==> src/rtl/nn_layer_seq_if.sv <==
// Streaming bus of the serial neuron layer: bit-serial input handshake and
// the activated-result output handshake.
interface nn_layer_seq_if #(
  parameter int alu_width = 12,
  parameter int idx_width = 2
);
  logic                 nn_in;
  logic                 in_valid;
  logic                 in_ready;
  logic [alu_width-1:0] out_data;
  logic [idx_width-1:0] out_idx;
  logic                 out_valid;
  logic                 out_ready;

  modport master (
    output nn_in, in_valid, out_ready,
    input  in_ready, out_data, out_idx, out_valid
  );

  modport slave (
    input  nn_in, in_valid, out_ready,
    output in_ready, out_data, out_idx, out_valid
  );
endinterface

==> src/rtl/nn_layer_seq.sv <==
// Time-multiplexed layer of bit-serial neurons: each neuron accumulates
// win_len +/-1 contributions into a saturating aggregator, then emits ReLU(agg).
module nn_layer_seq #(
  parameter int agg_width = 12,
  parameter int alu_width = 12,
  parameter int win_len   = 8,
  parameter int n_neur    = 4,
  localparam int idx_width = (n_neur > 1) ? $clog2(n_neur) : 1
) (
  input  logic              clk,
  input  logic              rst,
  input  logic              start,
  input  logic              abort,
  input  logic [n_neur-1:0] wsign,
  nn_layer_seq_if.slave     bus,
  output logic              busy,
  output logic              done
);

  typedef enum logic [2:0] {
    IDLE,
    ACC,
    ACT,
    OUT,
    DONE
  } state_e;

  localparam logic signed [agg_width-1:0] agg_max  = {1'b0, {(agg_width-1){1'b1}}};
  localparam logic signed [agg_width-1:0] agg_min  = {1'b1, {(agg_width-1){1'b0}}};
  localparam logic        [agg_width-1:0] last_bit = agg_width'(win_len - 1);
  localparam logic        [idx_width-1:0] last_neur = idx_width'(n_neur - 1);

  state_e                       state_q, state_d;
  logic signed [agg_width-1:0]  agg_q, agg_d;
  logic        [agg_width-1:0]  bit_cnt_q, bit_cnt_d;
  logic        [idx_width-1:0]  neur_idx_q, neur_idx_d;
  logic        [alu_width-1:0]  res_q, res_d;
  logic        [alu_width-1:0]  relu;

  // NOTE: every variable gets a default before the case so no path leaves it
  // unassigned; a missing default here would infer a latch.
  always_comb begin
    state_d    = state_q;
    agg_d      = agg_q;
    bit_cnt_d  = bit_cnt_q;
    neur_idx_d = neur_idx_q;
    res_d      = res_q;
    relu       = '0;
    relu[agg_width-2:0] = agg_q[agg_width-2:0];

    if (abort && (state_q != IDLE)) begin
      state_d = IDLE;
    end else begin
      unique case (state_q)
        IDLE: begin
          if (start) begin
            state_d    = ACC;
            agg_d      = '0;
            bit_cnt_d  = '0;
            neur_idx_d = '0;
          end
        end
        ACC: begin
          if (bus.in_valid) begin
            // Saturate instead of wrapping at either rail.
            if (bus.nn_in) begin
              if (wsign[neur_idx_q]) begin
                if (agg_q != agg_min) agg_d = agg_q - agg_width'(1);
              end else begin
                if (agg_q != agg_max) agg_d = agg_q + agg_width'(1);
              end
            end
            bit_cnt_d = bit_cnt_q + agg_width'(1);
            if (bit_cnt_q == last_bit) state_d = ACT;
          end
        end
        ACT: begin
          res_d   = agg_q[agg_width-1] ? '0 : relu;
          state_d = OUT;
        end
        OUT: begin
          if (bus.out_ready) begin
            if (neur_idx_q == last_neur) begin
              state_d = DONE;
            end else begin
              neur_idx_d = neur_idx_q + idx_width'(1);
              agg_d      = '0;
              bit_cnt_d  = '0;
              state_d    = ACC;
            end
          end
        end
        DONE:    state_d = IDLE;
        default: state_d = IDLE;
      endcase
    end
  end

  // NOTE: state registers use non-blocking assignments so all flops update
  // from the same pre-edge values.
  always_ff @(posedge clk or posedge rst) begin
    if (rst) begin
      state_q    <= IDLE;
      agg_q      <= '0;
      bit_cnt_q  <= '0;
      neur_idx_q <= '0;
      res_q      <= '0;
    end else begin
      state_q    <= state_d;
      agg_q      <= agg_d;
      bit_cnt_q  <= bit_cnt_d;
      neur_idx_q <= neur_idx_d;
      res_q      <= res_d;
    end
  end

  // Handshake flags decode straight from state, so reset clears them at once.
  assign bus.in_ready  = (state_q == ACC);
  assign bus.out_valid = (state_q == OUT);
  assign bus.out_data  = res_q;
  assign bus.out_idx   = neur_idx_q;
  assign busy          = (state_q != IDLE);
  assign done          = (state_q == DONE);

endmodule

==> src/flat_wrapper.sv <==
// flat-port wrapper written by rule: the top's interface ports become plain ports
module nn_layer_seq_flat 
#(
  parameter int agg_width = 12,
  parameter int alu_width = 12,
  parameter int win_len   = 8,
  parameter int n_neur    = 4,
  localparam int idx_width = (n_neur > 1) ? $clog2(n_neur) : 1
)
  (clk, rst, start, abort, wsign, busy, done, bus_nn_in, bus_in_valid, bus_out_ready, bus_in_ready, bus_out_data, bus_out_idx, bus_out_valid);
  nn_layer_seq_if #(.alu_width(alu_width), .idx_width(2)) bus_i ();
  input  logic clk;
  input  logic rst;
  input  logic start;
  input  logic abort;
  input  logic [n_neur-1:0] wsign;
  output logic busy;
  output logic done;
  input wire logic [$bits(bus_i.nn_in)-1:0] bus_nn_in;
  input wire logic [$bits(bus_i.in_valid)-1:0] bus_in_valid;
  input wire logic [$bits(bus_i.out_ready)-1:0] bus_out_ready;
  output wire logic [$bits(bus_i.in_ready)-1:0] bus_in_ready;
  output wire logic [$bits(bus_i.out_data)-1:0] bus_out_data;
  output wire logic [$bits(bus_i.out_idx)-1:0] bus_out_idx;
  output wire logic [$bits(bus_i.out_valid)-1:0] bus_out_valid;
  assign bus_i.nn_in = bus_nn_in;
  assign bus_i.in_valid = bus_in_valid;
  assign bus_i.out_ready = bus_out_ready;
  assign bus_in_ready = bus_i.in_ready;
  assign bus_out_data = bus_i.out_data;
  assign bus_out_idx = bus_i.out_idx;
  assign bus_out_valid = bus_i.out_valid;
  nn_layer_seq #(.agg_width(agg_width), .alu_width(alu_width), .win_len(win_len), .n_neur(n_neur)) u_core (.clk(clk), .rst(rst), .start(start), .abort(abort), .wsign(wsign), .bus(bus_i), .busy(busy), .done(done));
endmodule
==> config.mk <==
export PLATFORM = sky130hd
export DESIGN_NAME = nn_layer_seq_flat
export DESIGN_NICKNAME = d
export VERILOG_FILES = /design/src/rtl/nn_layer_seq_if.sv /design/src/rtl/nn_layer_seq.sv /design/src/flat_wrapper.sv
export SDC_FILE = /design/constraint.sdc
export NUM_CORES = 1
export LEC_CHECK = 0
export CORE_MARGIN = 3
export CORE_UTILIZATION = 48
export DETAILED_ROUTE_END_ITERATION = 8
export GPL_TIMING_DRIVEN = 0
export HOLD_SLACK_MARGIN = 0.06
export PLACE_DENSITY = 0.68
export SETUP_SLACK_MARGIN = 0.5
export SYNTH_ARGS = -nofsm -noshare
export SYNTH_HDL_FRONTEND = slang
export SYNTH_SLANG_ARGS = --single-unit
==> constraint.sdc <==
create_clock -name clk -period 4.18 [get_ports clk]
set_clock_uncertainty 0.1 [all_clocks]
set_input_delay 0.627 -clock clk [delete_from_list [all_inputs] [get_ports clk]]
set_output_delay 0.627 -clock clk [all_outputs]
set_load 0.05 [all_outputs]
=== Word-level counts from Yosys, hierarchy flattened ===
Index checks and enable logic that the tools add are counted.
W data, S select, Z words.

* Bits of input ports: 11
* Register bits after elaboration: 41

* Mux-type cells: 25
* Bitwise gates (word level): 1
* Eq/ne operators: 19
* Reduce and logical (&&, ||, !) cells: 10
* Add/subtract/negate cells: 4
* Order comparisons: 1

{| class="wikitable"
|+ Operator list
! kind !! count
|-
| $mux W12 || 9
|-
| $pmux W12 S3 || 2
|-
| $ne A12 B12 Y1 const B || 2
|-
| $mux W3 || 6
|-
| $add A12 B1 Y12 const B || 1
|-
| $add A12 B2 Y12 const B || 1
|-
| $eq A12 B3 Y1 const B || 1
|-
| $pmux W3 S4 || 1
|-
| $sub A12 B2 Y12 const B || 1
|-
| $mux W11 || 1
|-
| $ne A2 B2 Y1 const B || 5
|-
| $ne A3 B2 Y1 const B || 3
|-
| $reduce_and A9 Y1 || 1
|-
| $eq A3 B2 Y1 const B || 2
|-
| $mux W2 || 3
|-
| $ne A3 B1 Y1 const B || 2
|-
| $reduce_and A6 Y1 || 1
|-
| $reduce_bool A3 Y1 || 2
|-
| $reduce_and A5 Y1 || 1
|-
| $pmux W2 S2 || 1
|-
| $reduce_and A4 Y1 || 1
|-
| $eq A3 B1 Y1 const B || 1
|-
| $eq A3 B3 Y1 const B || 1
|-
| $logic_not A3 Y1 || 1
|-
| other kinds (10) || 10
|}

=== Depth between registers and ports, before layout ===
* Depth after elaboration: 6
* Depth in mapped cells: 10
* Depth with buffers taken out: 8

=== Worst setup path after synthesis ===
OpenSTA, ideal clock, no wires.

* Kind: reg2reg
* Start point: reg u_core.neur_idx_q[0], in the netlist u_core.bus.out_idx[0]
* End point: reg u_core.agg_q[10]
* Setup time: 0.132 ns
* Data required time: 3.948 ns
* Arrival: 2.999 ns
* Cell stages (with the launch flop): 9
* Slack: 0.949 ns
* Cells stage by stage: dfrtp_1 -> mux4_2 -> fa_1 -> a211o_1 -> a21oi_1 -> o21ai_0 -> and4b_1 -> nor4_1 -> o22ai_1

* Word-level cells in the longest chain between the ends: 6
* Elaborated cells on any way between the ends: 11
* Classes of those cells: eq/ne (4); mux (6); reduce/logical (1)

{| class="wikitable"
|+ Ends and longest elaborated chain
! element !! line !! text
|-
| start: declaration || nn_layer_seq.sv:36 || <nowiki>logic [idx_width-1:0] neur_idx_q, neur_idx_d;</nowiki>
|-
| start signal: assignment || nn_layer_seq.sv:112 || <nowiki>neur_idx_q <= neur_idx_d;</nowiki>
|-
| $bmux W1 S2 || nn_layer_seq.sv:67 || <nowiki>if (wsign[neur_idx_q]) begin</nowiki>
|-
| $mux W1 (not written as such) || nn_layer_seq.sv:67 ||
|-
| $mux W12 || nn_layer_seq.sv:67 ||
|-
| $mux W12 || nn_layer_seq.sv:66 || <nowiki>if (bus.nn_in) begin</nowiki>
|-
| $mux W12 || nn_layer_seq.sv:64 || <nowiki>if (bus.in_valid) begin</nowiki>
|-
| $pmux W12 S3 || nn_layer_seq.sv:54 || <nowiki>unique case (state_q)</nowiki>
|-
| end signal: assignment || nn_layer_seq.sv:110 || <nowiki>agg_q <= agg_d;</nowiki>
|-
| end: declaration || nn_layer_seq.sv:34 || <nowiki>logic signed [agg_width-1:0] agg_q, agg_d;</nowiki>
|}

Several ways; a longest one is shown, not always the timed one. The select of a mux whose other input is x is not followed.
A chain may end at the register's enable or synchronous reset.

=== Worst setup path after layout ===
* Start point: in wsign[0]
* End point: reg u_core.agg_q[11]

* Word-level cells in the longest chain between the ends: 6
* Elaborated cells on any way between the ends: 9
* Classes of those cells: eq/ne (2); mux (6); reduce/logical (1)

{| class="wikitable"
|+ Ends and longest elaborated chain
! element !! line !! text
|-
| start: declaration || flat_wrapper.sv:16 || <nowiki>input logic [n_neur-1:0] wsign;</nowiki>
|-
| $bmux W1 S2 * || nn_layer_seq.sv:67 ||
|-
| $mux W1 (not written as such) * || nn_layer_seq.sv:67 ||
|-
| $mux W12 || nn_layer_seq.sv:67 ||
|-
| $mux W12 || nn_layer_seq.sv:66 ||
|-
| $mux W12 || nn_layer_seq.sv:64 ||
|-
| $pmux W12 S3 || nn_layer_seq.sv:54 ||
|}

Mark *: on every way between the ends. The rest lies on a longest branch, timed or not. The select of a mux whose other input is x is not followed.

==> flow_summary.toml <==
[status]
outcome = "completed"

[detailed_routing]
antenna_left = 0
wirelength_um = 5590
wire_per_inst_um = 14.5
drc = 0
viasPerCell = 5.64
dr.pass1.iters = 4
num_vias = 2176
drt_first_iter_violations = 147

[timing]
rsz0062_at_grt = "no"
finalHoldViolations = 0
finalMaxSlewViolations = 0
hold_slack_ns = 0.382
fmax_mhz = 290
post-route-min-period_ns = 3.45
worst_pin_slew_ns = 0.809
final.setup.tns_ns = 0
setup_viol = 0
relSlewSlack_pct = 46.0
period_share_pct = 82.6

[clock_tree]
clock_latency_ns = 0.29
cts_made_buffers = 5
path_clk_slew_ns = 0.08
htreeDepth = 2
cts-root-buf = "clkbuf_8"
clk_path_buf_depth = 2
cts.sink_count = 40
cts_tree = "done"

[floorplan]
rows = 25
die_x_um = 78.5
core-area_um2 = 4910
die_h_um = 78.5
dieArea_um2 = 6160
start_util_pct = 51.3
ios = 29

[hold_path]
whs_endpoint = "u_core.bus.out_data[0]"
hold_start = "u_core.bus.out_data[0]"
hold_class = "flop to flop"
hold_depth = 2

[worst_setup_path]
r2r_start = "u_core.bus.out_idx[0]"
crit_fanout = 10
rr_worst_depth = 9
r2r_slack_ns = 0.97
crit_start = "wsign[0]"
path_class = "input port to flop"
cp.required_ns = 4.28
worstSetupEndpointType = "flop"
cp-start-kind = "input port"
regToRegEndpoint = "u_core.agg_q[11]"
arrival_ns = 3.55

[logic_synthesis]
ys_seq_area_share_pct = 39.7
yosys_warnings = 0
synth_nets = 304
synth-seq-cells = 40
synth.area.top_cells = "dfrtp_1 40%, ha_1 6.0%, o21ai_0 5.2%, nand2_1 4.6%, o31ai_1 2.7%"
synth_area_um2 = 2520
synth_enable_flop_cells = 0
yosys.area.top_type = "dfrtp_1"
avgSynthCellArea_um2 = 9.00
synthCells = 280
ys.flop_type = "dfrtp_1"
ys_async_sr_fraction_pct = 100
yosys.area.top_type_share_pct = 39.7
netlist-cell-type-count = 58

[finish]
nets = 342
drive_gt1_share_pct = 10.0
area_growth_pct = 19.8
fillCellCount = 446
diodes = 0
layout_commonest_cell = "dfrtp_1"
final_cell_mix = "40 x dfrtp_1, 31 x nand2_1, 26 x o21ai_0, 26 x clkdlybuf4s50_1, 16 x inv_1"
fin_util_pct = 61.5
final_area_um2 = 3020

[placement]
numPortBuffers = 27
place_area_um2 = 2880
gp_congestion = 0.880
hpwl_um = 4080

[power_and_ir_drop]
irDropWorstVdd_mv = 0.327
p_leak_nw = 1.32
power_density_nw_per_um2 = 708

[flow_run]
max_cap_violations = 0

[grt]
grt_pass1_vias = 2016
grt_overflow = 0
antenna_found_initial = 0
grt.total_usage_pct = 19.4
grt_pass1_wl_um = 9630
grt_max_degree = 41
## registers in the layout (all words and copies together) (netlist names)
| signal | cells |
|---|---|
| u_core.bus.out_idx | 2 |
| u_core.agg_q | 12 |
| u_core.bus.out_data | 11 |
| u_core.bit_cnt_q | 12 |
| u_core.state_q | 3 |
## cell usage after synthesis (all sizes together), types with 2 or more instances
cell / instances
dfrtp: 40
o21ai: 34
nand2: 32
inv: 17
nand3: 13
nor2: 13
ha: 12
a21oi: 11
o31ai: 9
nor4: 7
a21o: 6
buf: 6
clkbuf: 6
nand2b: 6
xnor2: 6
a211oi: 5
nor3: 4
nor4b: 4
or3: 4
xor2: 4
a211o: 3
and3: 3
nand4: 3
nor3b: 3
or4: 3
and2: 2
mux2i: 2
o211ai: 2
or2: 2
## final cells by class
| class | count | area [um2] | share of cell area [%] |
|---|---|---|---|
| clock inverter | 2 | 35.0 | 1.16 |
| clock buffer | 6 | 72.6 | 2.40 |
| buffer | 12 | 66.3 | 2.20 |
| tap | 67 | 83.8 | 2.78 |
| inverter | 18 | 71.3 | 2.36 |
| sequential | 40 | 1000 | 33.2 |
| timing repair buffer | 31 | 303 | 10.0 |
| multi-input combinational | 210 | 1390 | 45.9 |
## timing repair
action | CTS | global route
setup endpoints to repair | 0 | 2
hold buffers | 0 | 0
gates resized for setup | 0 | 2
buffers inserted | 0 | 4
## metal layers
layer	track usage, %	share of wire (%)	wire (um)	vias up
li1	-	-	-	1090
met4	5.24	0.77	43	0
met2	30.4	44	2470	58
met5	0	0	0	-
met1	27.2	50	2770	1024
met3	4.01	5.4	304	4
## where the power goes
group	internal, W	total (W)	leakage (nW)	switching, W
clock network	0.000177	0.000312	0.0552	0.000135
registers	0.000487	0.000577	0.540	0.0000896
logic	0.000468	0.00125	0.724	0.000781
total	0.00113	0.00214	1.32	0.00101
## cell families (layout without fill, tap and decap cells)
group / after synthesis / in the layout / share of synthesized area (%)
muxes: 4 / 4 / 2.13
AOI/OAI and AO/OA: 78 / 78 / 19.8
and+or+nand+nor: 104 / 104 / 22.7
buffers and inverters: 30 / 69 / 5.31
other: 1 / 1 / 0.149
xor gates and xnor gates: 10 / 10 / 3.47
adders and majority gates: 13 / 13 / 6.75
DFF: 40 / 40 / 39.7
## stage by stage
stage | instances | power, W | worst slack (ns)
floorplan | 280 | 0.00149 | 0.949
global placement | 374 | 0.00179 | 0.347
detailed placement | 374 | 0.00181 | 0.337
CTS | 382 | 0.00212 | 0.615
global route | 386 | 0.00229 | 0.560
finish | 386 | 0.00214 | 0.728
## worst max-delay path by stage
stage	to	slack, ns	cells after the start
2_1_floorplan	u_core.agg_q[10]	0.95	8
3_3_place_gp	u_core.agg_q[10]	0.35	9
3_5_place_dp	u_core.agg_q[10]	0.34	9
4_1_cts	bus_in_ready	0.62	6
5_1_grt	u_core.agg_q[10]	0.56	9
6_report	u_core.agg_q[11]	0.73	10
## critical path: stages
cell,delay (ns)
clkdlybuf4s50_1,0.40
mux4_2,0.60
buf_4,0.20
ha_1,0.32
o211ai_1,0.10
o21ai_0,0.42
o2111ai_1,0.27
a21o_1,0.24
xor2_1,0.15
o31ai_1,0.22
No activity file was read; power rests on OpenSTA's default activity.
==> patch 1 (config.mk and constraints unchanged) <==
Encoding of `state_e`: now one-hot (5 bits for 5 states).
--- a/src/rtl/nn_layer_seq.sv
+++ b/src/rtl/nn_layer_seq.sv
@@ -17,12 +17,12 @@
   output logic              done
 );
 
-  typedef enum logic [2:0] {
-    IDLE,
-    ACC,
-    ACT,
-    OUT,
-    DONE
+  typedef enum logic [4:0] {
+    IDLE = 5'b00001,
+    ACC  = 5'b00010,
+    ACT  = 5'b00100,
+    OUT  = 5'b01000,
+    DONE = 5'b10000
   } state_e;
 
   localparam logic signed [agg_width-1:0] agg_max  = {1'b0, {(agg_width-1){1'b1}}};
Function: same outputs for any inputs over 10 cycles, from zero or initial values and one cycle with rst high; not proved beyond that.
==> patch 1 against the unedited design <==
  * Critical path depth is 1 lower
  * First-iteration DRC count is 46% lower
  * Synthesized area is 3.4% higher
  * Power is 26% lower
  * Global-route usage is 0.44 points higher
  * Clock power is 19% lower
  * Routed wire length is 5.2% higher
  * Die area is 3.2% higher
  * Sequential share of layout area is 1.3 points higher
  * Setup slack worse by 0.092 ns
  * Sequential cell count is 2 higher
  * Hold slack better by 0.0010 ns
  * Design area is 1.2% higher
==> patch 1: results (changes against the unedited design) <==
GRT
  – Global-route wire length before repair: 10100 um (+4.9%)
  – M1 GR Usage: 25.3% (-1.9 points)
  – Pin count of the biggest net entering global routing: 43 (+4.9%)
  – Met3 GRT Util: 2.71% (-1.3 points)
  – Vias in the first global route: 2185 (+8.4%)

Critical path
  – Worst Setup SP: wsign[3]
  – R2R Setup Slk: 0.89 ns (-0.08 ns)
  – Worst Path Arrival: 3.60 ns (+0.05 ns)
  – Reg2reg path depth: 8 (-1)
  – CP endpoint: u_core.agg_q[10]
  – CP Max Fanout: 3 (-7)

Routing
  – Wire length per cell: 14.9 um (+3.1%)
  – Number of DRC markers in iteration 0: 80 (-46%)
  – Wl on met1: 2690 um (-2.9%)

Layout
  – Final Non-Filler Cells: 394 (+2.1%)
  – Share of cells above drive strength 1: 7.72% (-2.3 points)

Power
  – Comb power: 784 uW (-37%)
  – Pwr Density: 519 nW/um2 (-27%)

Yosys
  – Commonest cells post-synth: nand2_1, dfrtp_1, o21ai_0
  – Synthesized area per cell: 8.99 um2 (-0.14%)
  – Area contributors post-synth: dfrtp_1, nand2_1, o21ai_0, ha_1, o31ai_1
  – Mapped Nets: 314 (+3.3%)

Placed design
  – Post-detail-place hpwl: 4310 um (+5.7%)
  – Dpl cell area: 2970 um2 (+3.1%)
  – DP Worst Slack: 0.131 ns (-0.206 ns)

STA
  – Worst-Margin Slew: 0.859 ns (+0.0504 ns)
  – Fin crit period: 3.54 ns (+0.0918 ns)

Outcome
  – Outcome: complete, no violations
patch 1: changes by cell type in the layout (fill, tap and decap cells not counted), moves of 3 or more:
| cell | change |
|---|---|
| a21oi_1 | -6 |
| buf_4 | -4 |
| inv_1 | -10 |
| nand2_1 | +22 |
| nand2b_1 | -4 |
| nand3_1 | -5 |
| nand4_1 | +5 |
| nor3_1 | +5 |
| nor4_1 | -5 |
| o21ai_0 | +8 |
| o21ai_1 | -7 |
| o31ai_1 | +3 |
| xnor2_1 | -3 |
patch 1: worst min path at each step:
stage / end / slack [ns]
3_5_place_dp: u_core.bus.out_data[10] / 0.37
3_3_place_gp: u_core.bus.out_data[10] / 0.36
5_1_grt: u_core.bit_cnt_q[11] / 0.40
2_1_floorplan: u_core.bit_cnt_q[11] / 0.35
4_1_cts: u_core.bus.out_data[10] / 0.39
6_report: u_core.bus.out_data[10] / 0.38
patch 1: layout make-up:
type | instances | area [um2]
timing repair buffer | 28 | 278
tap | 70 | 87.6
clock buffer | 6 | 82.6
multi-input combinational | 229 | 1460
buffer | 12 | 72.6
inverter | 7 | 26.3
sequential | 42 | 1050
fill | 471 | 2120
patch 1: cells by family (layout without fill, tap and decap cells):
family | after synthesis | after routing | share of synthesized area [%]
flops | 42 | 42 | 40.4
xor+xnor | 7 | 7 | 2.35
fa+ha+maj | 13 | 13 | 6.53
mux | 3 | 3 | 1.63
buf+inv | 19 | 53 | 3.79
compound gates | 84 | 84 | 21.9
simple gates | 121 | 121 | 23.3
other cells | 1 | 1 | 0.144
patch 1: timing repair:
item | 4_1_cts | 5_1_grt
endpoints found under the hold margin | 0 | 0
buffers inserted | 1 | 0
setup endpoints to repair | 1 | 1
gates resized for setup | 0 | 1
==> patch 2 (same flow settings) <==
Without the edit above. `win_len` is set to 8 in 2 places; all go to 4.
--- a/src/rtl/nn_layer_seq.sv
+++ b/src/rtl/nn_layer_seq.sv
@@ -3,7 +3,7 @@
 module nn_layer_seq #(
   parameter int agg_width = 12,
   parameter int alu_width = 12,
-  parameter int win_len   = 8,
+  parameter int win_len   = 4,
   parameter int n_neur    = 4,
   localparam int idx_width = (n_neur > 1) ? $clog2(n_neur) : 1
 ) (
--- a/src/flat_wrapper.sv
+++ b/src/flat_wrapper.sv
@@ -3,7 +3,7 @@
 #(
   parameter int agg_width = 12,
   parameter int alu_width = 12,
-  parameter int win_len   = 8,
+  parameter int win_len   = 4,
   parameter int n_neur    = 4,
   localparam int idx_width = (n_neur > 1) ? $clog2(n_neur) : 1
 )
Check against the original RTL: not equivalent (a bounded check fails within 10 cycles, from zero or initial values and one cycle with rst high).
==> patch 2 against the unedited design <==
  * Fmax decreased by 0.24%
  * Global-route usage fell by 0.22 points
  * Hold slack worse by 0.0027 ns
  * Power grew 9.6%
  * Core utilization up 0.65 points
  * Routed wire length is 1.1% lower
  * Register-to-register slack lost 0.02 ns
  * Sequential power up 3.6%
  * Setup slack got worse by 0.0083 ns
  * Synthesized area decreased by 0.35%
  * First-iteration DRC count fell by 35%
  * Sequential cell count did not move
  * Design area rose by 0.41%
  * Largest cell class unchanged
==> patch 2: results (changes against the unedited design) <==
Routing
  – Top routing layer in use: met4
  – Routed met3 length: 227 um (-25%)
  – Number of DRC markers in iteration 0: 95 (-35%)
  – Total wire length: 5530 um (-1.1%)
  – Met2 WL: 2530 um (+2.5%)
  – Pre-antenna DRT Iters: 5 (+1)
  – Via density: 5.69 (+0.93%)

Layout
  – Layout clock buffers: 5 (-1)
  – Sequential share of cell area: 33.0% (-0.14 points)
  – Seq cells: 40 (unchanged)
  – Share of cells above drive strength 1: 8.71% (-1.3 points)
  – Signal buf overhead: 11.6% (-0.63 points)
  – Non-Clock Inverter Count: 13 (-5)
  – Final Non-Filler Cells: 377 (-2.3%)
  – Post-route cell area: 3030 um2 (+0.41%)
  – Fillers: 436 (-2.2%)
  – Multi-input logic area: 1390 um2 (about the same)
  – Clk tree area frac: 5.24% (+1.7 points)
  – Signal buffers: 39 (-9.3%)
  – Count of multi-input gates: 210 (unchanged)
  – Nets: 333 (-2.6%)

STA
  – Worst-Margin Slew: 0.828 ns (+0.0192 ns)
  – Worst hold slack: 0.379 ns (-0.00275 ns)
  – Period utilization: 82.8% (+0.20 points)

Power
  – Clock group: 439 uW (+41%)
  – Leakage: 0.00126 uW (-4.4%)
  – Switching pwr: 1060 uW (+5.0%)
  – Pwr Density: 773 nW/um2 (+9.1%)
  – Maximum resistive drop on vdd: 0.254 mV (-22%)
  – Comb power frac: 55.7% (-2.7 points)

Placed design
  – Routability cong.: 0.815 (-7.4%)
  – DP Worst Slack: 0.233 ns (-0.104 ns)
  – Placed cell count: 369 (-1.3%)
  – Post-detail-place hpwl: 3950 um (-3.2%)
  – Dpl cell area: 2870 um2 (-0.30%)

Yosys
  – Yosys cell types: 53 (-8.6%)
  – Mapped Nets: 299 (-1.6%)
  – Area contributors post-synth: dfrtp_1, ha_1, nand2_1, xnor2_1, o21ai_0
  – Synth Area in XOR/XNOR: 5.93% (+2.5 points)
  – Synthesized area per cell: 9.14 um2 (+1.5%)
  – Post-synthesis compound-gate area fraction: 15.9% (-3.8 points)
  – Mux cell area share after synthesis: 2.14% (+0.0074 points)
  – Synth Area in Adders: 6.77% (+0.024 points)
  – Register area share after synthesis: 39.8% (+0.14 points)
  – Commonest cells post-synth: dfrtp_1, nand2_1, o21ai_0
  – Synthesized area: 2510 um2 (-0.35%)

GRT
  – Global-route usage over all layers: 19.1% (-0.22 points)
  – M1 GR Usage: 26.1% (-1.1 points)
  – Vias in the first global route: 2056 (+2.0%)
  – Global-route wire length before repair: 9560 um (-0.72%)
  – GR Util met2: 31.3% (+0.94 points)
  – Met3 GRT Util: 3.90% (-0.11 points)

Critical path
  – CP Max Fanout: 16 (+6)
  – Worst Path Arrival: 3.58 ns (+0.03 ns)
  – R2R Setup Slk: 0.95 ns (-0.02 ns)

Outcome
  – Outcome: complete, no violations
[patch 2: cell count changes after synthesis, moves of 4 or more]
cell and delta:
xnor2_1 +8, inv_1 -4, nor3_1 +6, o21ai_1 -8, nand3_1 -5, nand2b_1 +7
[patch 2: worst paths after layout]
| path | startpoint | end | cells past startpoint |
|---|---|---|---|
| worst max-delay path | wsign[3] | u_core.agg_q[11] | 9 |
| worst min-delay path | u_core.bus.out_data[6] | u_core.bus.out_data[6] | 2 |
| worst max register to register | u_core.bus.out_idx[0] | u_core.agg_q[11] | 8 |
| worst min register to register | u_core.bus.out_data[6] | u_core.bus.out_data[6] | 2 |
| max in group asynchronous | rst | u_core.bit_cnt_q[5] | 2 |
| min in group asynchronous | rst | u_core.state_q[2] | 2 |
[patch 2: critical path, stage by stage]
cell,delay [ns]
clkdlybuf4s50_1,0.39
mux4_2,0.68
ha_1,0.47
o211ai_1,0.11
o21ai_1,0.28
o2111ai_1,0.20
a311oi_2,0.34
mux2_2,0.38
o211ai_1,0.09
